### config.mk
export PLATFORM = sky130hd
export DESIGN_NAME = id_ex_stage
export DESIGN_NICKNAME = d
export VERILOG_FILES = /design/src/rtl/pipe_pkg.sv /design/src/rtl/hazard_detect.sv /design/src/rtl/id_ex_stage.sv
export SDC_FILE = /design/constraint.sdc
export NUM_CORES = 1
export LEC_CHECK = 0
export ABC_CLOCK_PERIOD_IN_PS = 2400
export BUFFER_PORTS_ARGS = -buffer_cell sky130_fd_sc_hd__buf_2
export CAP_MARGIN = 30
export CORE_AREA = 2 2 134 136
export DETAILED_ROUTE_END_ITERATION = 7
export DIE_AREA = 0 0 136 138
export GPL_TIMING_DRIVEN = 0
export PLACE_DENSITY_LB_ADDON = 0.12
export SYNTH_ARGS = -nofsm -noshare
export SYNTH_HDL_FRONTEND = slang
export SYNTH_SLANG_ARGS = --single-unit
### constraint.sdc
create_clock -name clk -period 2.4 [get_ports clk]
set_input_delay 0.12 -clock clk [delete_from_list [all_inputs] [get_ports clk]]
set_output_delay 0.12 -clock clk [all_outputs]
set_load 0.005 [all_outputs]
### src/rtl/pipe_pkg.sv
// Shared pipeline types and constants for the 5-stage MIPS core.
package pipe_pkg;

  localparam int ALU_OP_W = 2;

  localparam logic [ALU_OP_W-1:0] ALU_ADD   = 2'd0;
  localparam logic [ALU_OP_W-1:0] ALU_SUB   = 2'd1;
  localparam logic [ALU_OP_W-1:0] ALU_FUNCT = 2'd2;
  localparam logic [ALU_OP_W-1:0] ALU_OR    = 2'd3;

  localparam logic [4:0] REG_ZERO = 5'd0;

  typedef struct packed {
    logic reg_write;
    logic mem_to_reg;
    logic mem_read;
    logic mem_write;
    logic branch;
    logic alu_src;
    logic reg_dst;
  } ctrl_t;

  localparam ctrl_t CTRL_BUBBLE = '0;

endpackage

### src/rtl/hazard_detect.sv
// Load-use hazard detector; purely combinational so the IF/ID register can share it.
module hazard_detect
  import pipe_pkg::*;
(
  input  logic       reset,
  input  logic       ex_branch_taken,
  input  logic       ex_valid,
  input  logic       ex_mem_read,
  input  logic [4:0] ex_rt,
  input  logic       id_valid,
  input  logic       id_uses_rt,
  input  logic [4:0] id_rs,
  input  logic [4:0] id_rt,
  output logic       hz,
  output logic       stall
);

  logic rs_match;
  logic rt_match;

  assign rs_match = (ex_rt == id_rs);
  assign rt_match = id_uses_rt & (ex_rt == id_rt);

  // A load into $zero never produces a value worth waiting for.
  assign hz = ex_valid & ex_mem_read & (ex_rt != REG_ZERO) & id_valid & (rs_match | rt_match);

  // A taken branch discards the dependent instruction, so flushing wins.
  assign stall = hz & ~ex_branch_taken & ~reset;

endmodule

### src/rtl/id_ex_stage.sv
// ID/EX pipeline register with load-use stall, branch squash and saturating debug counters.
module id_ex_stage
  import pipe_pkg::*;
#(
  parameter int ALU_OP_W = pipe_pkg::ALU_OP_W,
  parameter int CNT_W    = 16
) (
  input  logic                clk,
  input  logic                reset,
  input  logic                hold,
  input  logic                ex_branch_taken,
  input  logic                id_valid,
  input  logic                id_uses_rt,
  input  logic [31:0]         id_pc_plus4,
  input  logic [31:0]         id_read_data1,
  input  logic [31:0]         id_read_data2,
  input  logic [4:0]          id_rs,
  input  logic [4:0]          id_rt,
  input  logic [4:0]          id_rd,
  input  logic [31:0]         id_imm_ext,
  input  logic                id_reg_write,
  input  logic                id_mem_to_reg,
  input  logic                id_mem_read,
  input  logic                id_mem_write,
  input  logic                id_branch,
  input  logic                id_alu_src,
  input  logic                id_reg_dst,
  input  logic [ALU_OP_W-1:0] id_alu_op,
  output logic                stall,
  output logic                ex_valid,
  output logic [31:0]         ex_pc_plus4,
  output logic [31:0]         ex_read_data1,
  output logic [31:0]         ex_read_data2,
  output logic [31:0]         ex_imm_ext,
  output logic [4:0]          ex_rs,
  output logic [4:0]          ex_rt,
  output logic [4:0]          ex_rd,
  output logic                ex_reg_write,
  output logic                ex_mem_to_reg,
  output logic                ex_mem_read,
  output logic                ex_mem_write,
  output logic                ex_branch,
  output logic                ex_alu_src,
  output logic                ex_reg_dst,
  output logic [ALU_OP_W-1:0] ex_alu_op,
  output logic [CNT_W-1:0]    stall_count,
  output logic [CNT_W-1:0]    flush_count
);

  localparam logic [CNT_W-1:0] CNT_MAX = '1;
  localparam logic [CNT_W-1:0] CNT_ONE = {{(CNT_W-1){1'b0}}, 1'b1};

  ctrl_t id_ctrl;
  ctrl_t ex_ctrl;
  logic  hz;
  logic  load_bubble;

  assign id_ctrl = '{reg_write:  id_reg_write,
                     mem_to_reg: id_mem_to_reg,
                     mem_read:   id_mem_read,
                     mem_write:  id_mem_write,
                     branch:     id_branch,
                     alu_src:    id_alu_src,
                     reg_dst:    id_reg_dst};

  hazard_detect u_hazard (
    .reset           (reset),
    .ex_branch_taken (ex_branch_taken),
    .ex_valid        (ex_valid),
    .ex_mem_read     (ex_ctrl.mem_read),
    .ex_rt           (ex_rt),
    .id_valid        (id_valid),
    .id_uses_rt      (id_uses_rt),
    .id_rs           (id_rs),
    .id_rt           (id_rt),
    .hz              (hz),
    .stall           (stall)
  );

  assign load_bubble = ex_branch_taken | stall;

  always_ff @(posedge clk) begin
    if (reset || (!hold && load_bubble)) begin
      ex_valid      <= 1'b0;
      ex_ctrl       <= CTRL_BUBBLE;
      ex_pc_plus4   <= '0;
      ex_read_data1 <= '0;
      ex_read_data2 <= '0;
      ex_imm_ext    <= '0;
      ex_rs         <= '0;
      ex_rt         <= '0;
      ex_rd         <= '0;
      ex_alu_op     <= '0;
    end else if (!hold) begin
      ex_valid      <= id_valid;
      ex_ctrl       <= id_ctrl;
      ex_pc_plus4   <= id_pc_plus4;
      ex_read_data1 <= id_read_data1;
      ex_read_data2 <= id_read_data2;
      ex_imm_ext    <= id_imm_ext;
      ex_rs         <= id_rs;
      ex_rt         <= id_rt;
      ex_rd         <= id_rd;
      ex_alu_op     <= id_alu_op;
    end
  end

  // Only one of the two events is counted per edge: a flush masks the stall.
  always_ff @(posedge clk) begin
    if (reset) begin
      stall_count <= '0;
      flush_count <= '0;
    end else if (!hold) begin
      if (ex_branch_taken) begin
        if (id_valid && flush_count != CNT_MAX) flush_count <= flush_count + CNT_ONE;
      end else if (stall) begin
        if (stall_count != CNT_MAX) stall_count <= stall_count + CNT_ONE;
      end
    end
  end

  assign ex_reg_write  = ex_ctrl.reg_write;
  assign ex_mem_to_reg = ex_ctrl.mem_to_reg;
  assign ex_mem_read   = ex_ctrl.mem_read;
  assign ex_mem_write  = ex_ctrl.mem_write;
  assign ex_branch     = ex_ctrl.branch;
  assign ex_alu_src    = ex_ctrl.alu_src;
  assign ex_reg_dst    = ex_ctrl.reg_dst;

endmodule

=== Word level (Yosys, flattened, before mapping) ===
Cells that the tools add are included.

* Logic and storage cells: 43
* Bits in read-only memories: 0
* Input bits: 158
* Memories kept: 0
* Memory bits (writable): 0
* Output and inout port bits: 186
* Latch bits: 0
* Register bits after elaboration: 185

* Reduce and logical (&&, ||, !) cells: 7
* Bitwise operators: 12
* Eq/ne operators: 4
* Order comparisons: 0
* Add/sub/neg operators: 2
* Divide/modulo/power cells: 0
* Multipliers: 0
* Mux-type cells: 0
* Shift-type cells: 0

{| class="wikitable"
|+ Operators by type and width
! cell !! number
|-
| $add A16 B1 Y16 const B || 2
|-
| $ne A16 B16 Y1 const B || 2
|-
| $eq A5 B5 Y1 || 2
|-
| $and A1 B1 Y1 || 7
|-
| $reduce_bool A5 Y1 || 1
|-
| $reduce_and A4 Y1 || 1
|-
| $not A1 Y1 || 3
|-
| $reduce_and A3 Y1 || 1
|-
| $logic_and A1 B1 Y1 || 2
|-
| $or A1 B1 Y1 || 2
|-
| $logic_not A1 Y1 || 1
|-
| $logic_or A1 B1 Y1 || 1
|}

=== Longest topological paths before layout ===
* Depth in word-level cells: 9
* Mapped depth: 8

=== By module ===
Synthesis repeated with hierarchy kept, for this count alone.

* Cell total of the unflattened synthesis: 713
* Area, all modules: 7209.4 sq um

{| class="wikitable"
|+ Modules (own cells, without submodules)
! module !! cells an instance !! area an instance (sq um) !! instances
|-
| id_ex_stage || 695 || 7053.0 || 1
|-
| hazard_detect || 18 || 156.4 || 1
|}

=== Worst setup path before layout ===
Ideal clock, no wire load.

* Kind: reg-to-reg
* Start: reg ex_rt[4]
* End: reg stall_count[10]
* Buffers on the path: 1
* Cell stages (with the launch flop): 7
* Setup slack: 0.450 ns
* Arrival: 1.829 ns
* Clock period less this slack: 1.950 ns
* Library setup time: 0.121 ns
* Cell sequence: dfxtp_1 xor2_1 nor4_1 a32oi_1 clkbuf_1 nor4b_1 mux2_2

* Longest elaborated chain between the ends: 7
* Elaborated cells on any way between the ends: 11
* Those cells by class: 2 x eq/ne; 7 x bitwise; 2 x reduce/logical

{| class="wikitable"
|+ Ends and longest elaborated chain
! item !! RTL line !! text
|-
| start: declaration || id_ex_stage.sv:36 || <nowiki>output logic [4:0] ex_rt,</nowiki>
|-
| start signal: assignment || id_ex_stage.sv:102 || <nowiki>ex_rt <= id_rt;</nowiki>
|-
| $eq A5 B5 Y1 / $reduce_bool A5 Y1 (equally long branches) || hazard_detect.sv:22, hazard_detect.sv:25 ||
|-
| $and A1 B1 Y1 (on tied branches) || hazard_detect.sv:22, hazard_detect.sv:25 ||
|-
| $or A1 B1 Y1 / $and A1 B1 Y1 (equally long branches) || hazard_detect.sv:25 || <nowiki>assign hz = ex_valid & ex_mem_read & (ex_rt != REG_ZERO) & id_valid & (rs_match | rt_match);</nowiki>
|-
| $and A1 B1 Y1 * || hazard_detect.sv:25 ||
|-
| $and A1 B1 Y1 * (2 in a row) || hazard_detect.sv:28 || <nowiki>assign stall = hz & ~ex_branch_taken & ~reset;</nowiki>
|-
| $reduce_and A4 Y1 (no line) * || - ||
|-
| end signal: assignment || id_ex_stage.sv:117 || <nowiki>if (stall_count != CNT_MAX) stall_count <= stall_count + CNT_ONE;</nowiki>
|-
| end: declaration || id_ex_stage.sv:46 || <nowiki>output logic [CNT_W-1:0] stall_count,</nowiki>
|}

Mark *: on every way between the ends. The rest lies on a longest branch, timed or not.
A chain may end at the register's enable or synchronous reset.

=== Worst setup path after layout ===
* Start: in id_rt[2]
* End: reg stall_count[5]

* Longest elaborated chain between the ends: 7

{| class="wikitable"
|+ Ends and longest elaborated chain
! item !! RTL line !! text
|-
| start: declaration || id_ex_stage.sv:18 || <nowiki>input logic [4:0] id_rt,</nowiki>
|-
| $eq A5 B5 Y1 || hazard_detect.sv:22 || <nowiki>assign rt_match = id_uses_rt & (ex_rt == id_rt);</nowiki>
|-
| $and A1 B1 Y1 || hazard_detect.sv:22 ||
|-
| $or A1 B1 Y1 || hazard_detect.sv:25 ||
|-
| $and A1 B1 Y1 || hazard_detect.sv:25 ||
|-
| $and A1 B1 Y1 (2 in a row) || hazard_detect.sv:28 ||
|-
| $reduce_and A4 Y1 (no line) || - ||
|}

No other way between the ends.

==> metrics.md <==
| Metric | Value |
|---|---|
| Status | `complete, no violations` |
| Post-Route WL | `21960 um` |
| WP data required | `2.71 ns` |
| Total track usage | `22.88%` |
| CTS tree | `built` |
| Seq/Total Area, Yosys | `57.76%` |
| Rows | `49` |
| DIE HEIGHT | `138 um` |
| Global-route wire length before repair | `33920 um` |
| Die X-Extent | `136 um` |
| Fmax | `432.0 MHz` |
| Pleak | `4.991 nW` |
| Commonest cells in the netlist | `dfxtp_1, a22o_1, nor2_1, clkbuf_1, nand2_1` |
| Grt total ovfl | `0` |
| Root buf cell | `clkbuf_16` |
| Max Buffers Root-to-Sink | `2` |
| Layout area overhead | `64.53%` |
| Final Hold Violating Endpoints | `0` |
| ANT nets after route | `0` |
| Synth Register Bits | `185` |
| Pin count of the biggest net entering global routing | `18` |
| Ports | `344` |
| CP Capture Point | `stall_count[5]$_SDFFE_PP0P_` |
| Non-filler cells in the finished layout | `1314` |
| Drt first pass iters | `4` |
| Post-Route Utilization | `60.17%` |
| Cts bufs inserted | `17` |
| Worst Setup SP | `id_rt[2]` |
| Setup crit end kind | `flop` |
| Ys Warns | `0` |
| Worst r2r src | `ex_rt[2]$_SDFFE_PP0N_` |
| CP max FO | `10` |
| Routability congestion estimate | `0.8247` |
| Worst min path class | `in -> reg` |
| Worst Setup Path Type | `in -> reg` |
| Vias | `6463` |
| Full die area | `0.01877 mm2` |
| Startpoint class of the critical path | `input port` |
| H-tree levels | `4` |
| Nets | `1232` |
| Final min period | `2.315 ns` |
| RSZ-0062 raised after global routing | `yes` |
| Max VDD drop | `0.4447 mV` |
| Worst EP arrival | `2.62 ns` |
| Post-synth EDFFs | `0` |
| Core ar. | `0.01753 mm2` |
| MaxCap Viol Count | `0` |
| Pins over their slew limit | `0` |
| Initial antenna violation count | `0` |
| Top-area cell type share of the netlist area | `57.76%` |
| Tcrit/Tclk final | `96.45%` |
| Placement Setup Slack | `0.1248 ns` |
| Worst skew pair latency | `0.43 ns` |
| Register-to-Register Setup Slack | `0.10 ns` |
| Power per Cell Area | `643.5 mW/mm2` |
| Yosys cell types | `41` |
| DRC violations left | `0` |
| Post-Syn Nets | `718` |
| Setup TNS | `0 ns` |
| Most frequent cell after synthesis | `dfxtp_1` |
| Worst Tran Pin Value | `0.6347 ns` |
| Vias in the first global route | `6395` |
| Reg2reg end | `stall_count[5]$_SDFFE_PP0P_` |
| Vias per cell | `4.919` |
| Main flop type after synthesis | `dfxtp_1` |
| Initial Util | `36.57%` |
| Synthesized area per cell | `11.49 um2` |
| Number of clock sinks | `185` |
| Diodes inserted | `0` |
| PnR worst setup slack | `0.08522 ns` |
| Synth Cell Area | `0.006412 mm2` |
| Depth of the most critical reg-to-reg path | `6` |
| Slew headroom | `57.69%` |
| Initial DRC count | `254` |
| Clock-pin slew on the worst setup and hold paths | `0.07 ns` |
| Layout cells sized above 1 | `37.24%` |
| I/O Buffers | `342` |
| DR WL/cell | `16.71 um` |
| Setup violators final | `0` |
| Post-Synthesis Cells | `558` |
| Largest cells by area after synthesis | `dfxtp_1, a22o_1, nor2_1` |
| # placed instances | `1129` |
| Largest area contributor in the netlist | `dfxtp_1` |
| Asr flop ratio synth | `0%` |
| Dpl hpwl | `14730 um` |
| Clk_skew | `0.01199 ns` |
how the worst min path moves through the flow:
stage / from / end / slack, ns / cells after the start
after floorplan: id_imm_ext[14] / ex_imm_ext[14]$_SDFFE_PP0N_ / 0.25 / 1
after global placement: id_read_data2[11] / ex_read_data2[11]$_SDFFE_PP0N_ / 0.33 / 2
after detailed placement: id_imm_ext[14] / ex_imm_ext[14]$_SDFFE_PP0N_ / 0.34 / 2
after CTS: reset / stall_count[8]$_SDFFE_PP0P_ / 0.21 / 3
after global routing: reset / stall_count[2]$_SDFFE_PP0P_ / 0.24 / 3
final: reset / stall_count[8]$_SDFFE_PP0P_ / 0.24 / 3
cell usage in the layout (no fill, tap or decap), drive strengths merged, types with 5 or more instances in the layout:
cell type	n
buf	360
dfxtp	185
a22o	153
dlygate4sd3	153
clkbuf	46
nor2	29
nand2	13
xnor2	12
nor2b	11
a21oi	11
nand3	10
xor2	9
mux2	9
nor3	8
inv	8
nor3b	6
or4	5
nand4	5
nor4	5
routing by layer:
metal  up-vias  global-route usage [%]  routed length (um)
met5         -                       0                   0
met4         0                   8.882                 613
met3        45                   6.601                1570
met2       281                   39.06               10550
met1      3003                   26.91                9226
li1       3134                       -                   -
stage by stage:
step           hold WS (ns)  instance area, um2  power (W)
6_report             0.2360               10550   0.006789
5_1_grt              0.2396               10550   0.007048
4_1_cts              0.2126               10540   0.006837
3_5_place_dp         0.3398                8411   0.003805
3_3_place_gp         0.3347                8411   0.003804
2_1_floorplan        0.2526                6412   0.003502
final cells by class:
class	instances	area, um2
fillers	1421	6984
plain buffers	45	245.2
well taps	229	286.5
multi-input cells	326	2471
repair buffers	495	3243
clock buffers	19	432.9
flip-flops and latches	185	3704
clock inverters	13	160.2
inverters	2	7.507
repair_timing:
action,4_1_cts,5_1_grt
endpoints found under the hold margin,153,0
endpoints found under the setup margin,0,12
hold buffers,153,0
setup buffers,0,0
gates resized for setup,0,4
worst max-delay path, stage by stage:
cell,delay (ns)
dlygate4sd3_1,0.56
buf_2,0.14
xor2_1,0.15
nor4_1,0.33
a32oi_2,0.23
clkbuf_1,0.28
nor4b_1,0.43
mux2_2,0.37
report_power, final:
part / internal [W] / switching (W) / total [W]
sequential: 0.00317 / 0.0000584 / 0.00323
clock: 0.00157 / 0.00127 / 0.00284
combinational: 0.000430 / 0.000291 / 0.000721
total: 0.00517 / 0.00162 / 0.00679
logic make-up (layout without fill, tap and decap cells):
| logic type | count (synthesis) | count (layout) | share of synthesized area [%] |
|---|---|---|---|
| buffers and inverters | 47 | 574 | 3.922 |
| AND/OR/NAND/NOR | 111 | 111 | 9.444 |
| adder cells (fa/ha/maj) | 2 | 2 | 0.3902 |
| AO/OA/AOI/OAI | 181 | 181 | 23.73 |
| XOR/XNOR | 21 | 21 | 2.868 |
| multiplexers | 11 | 11 | 1.893 |
| flip-flops | 185 | 185 | 57.76 |
Power figures use the tool's default switching activity.
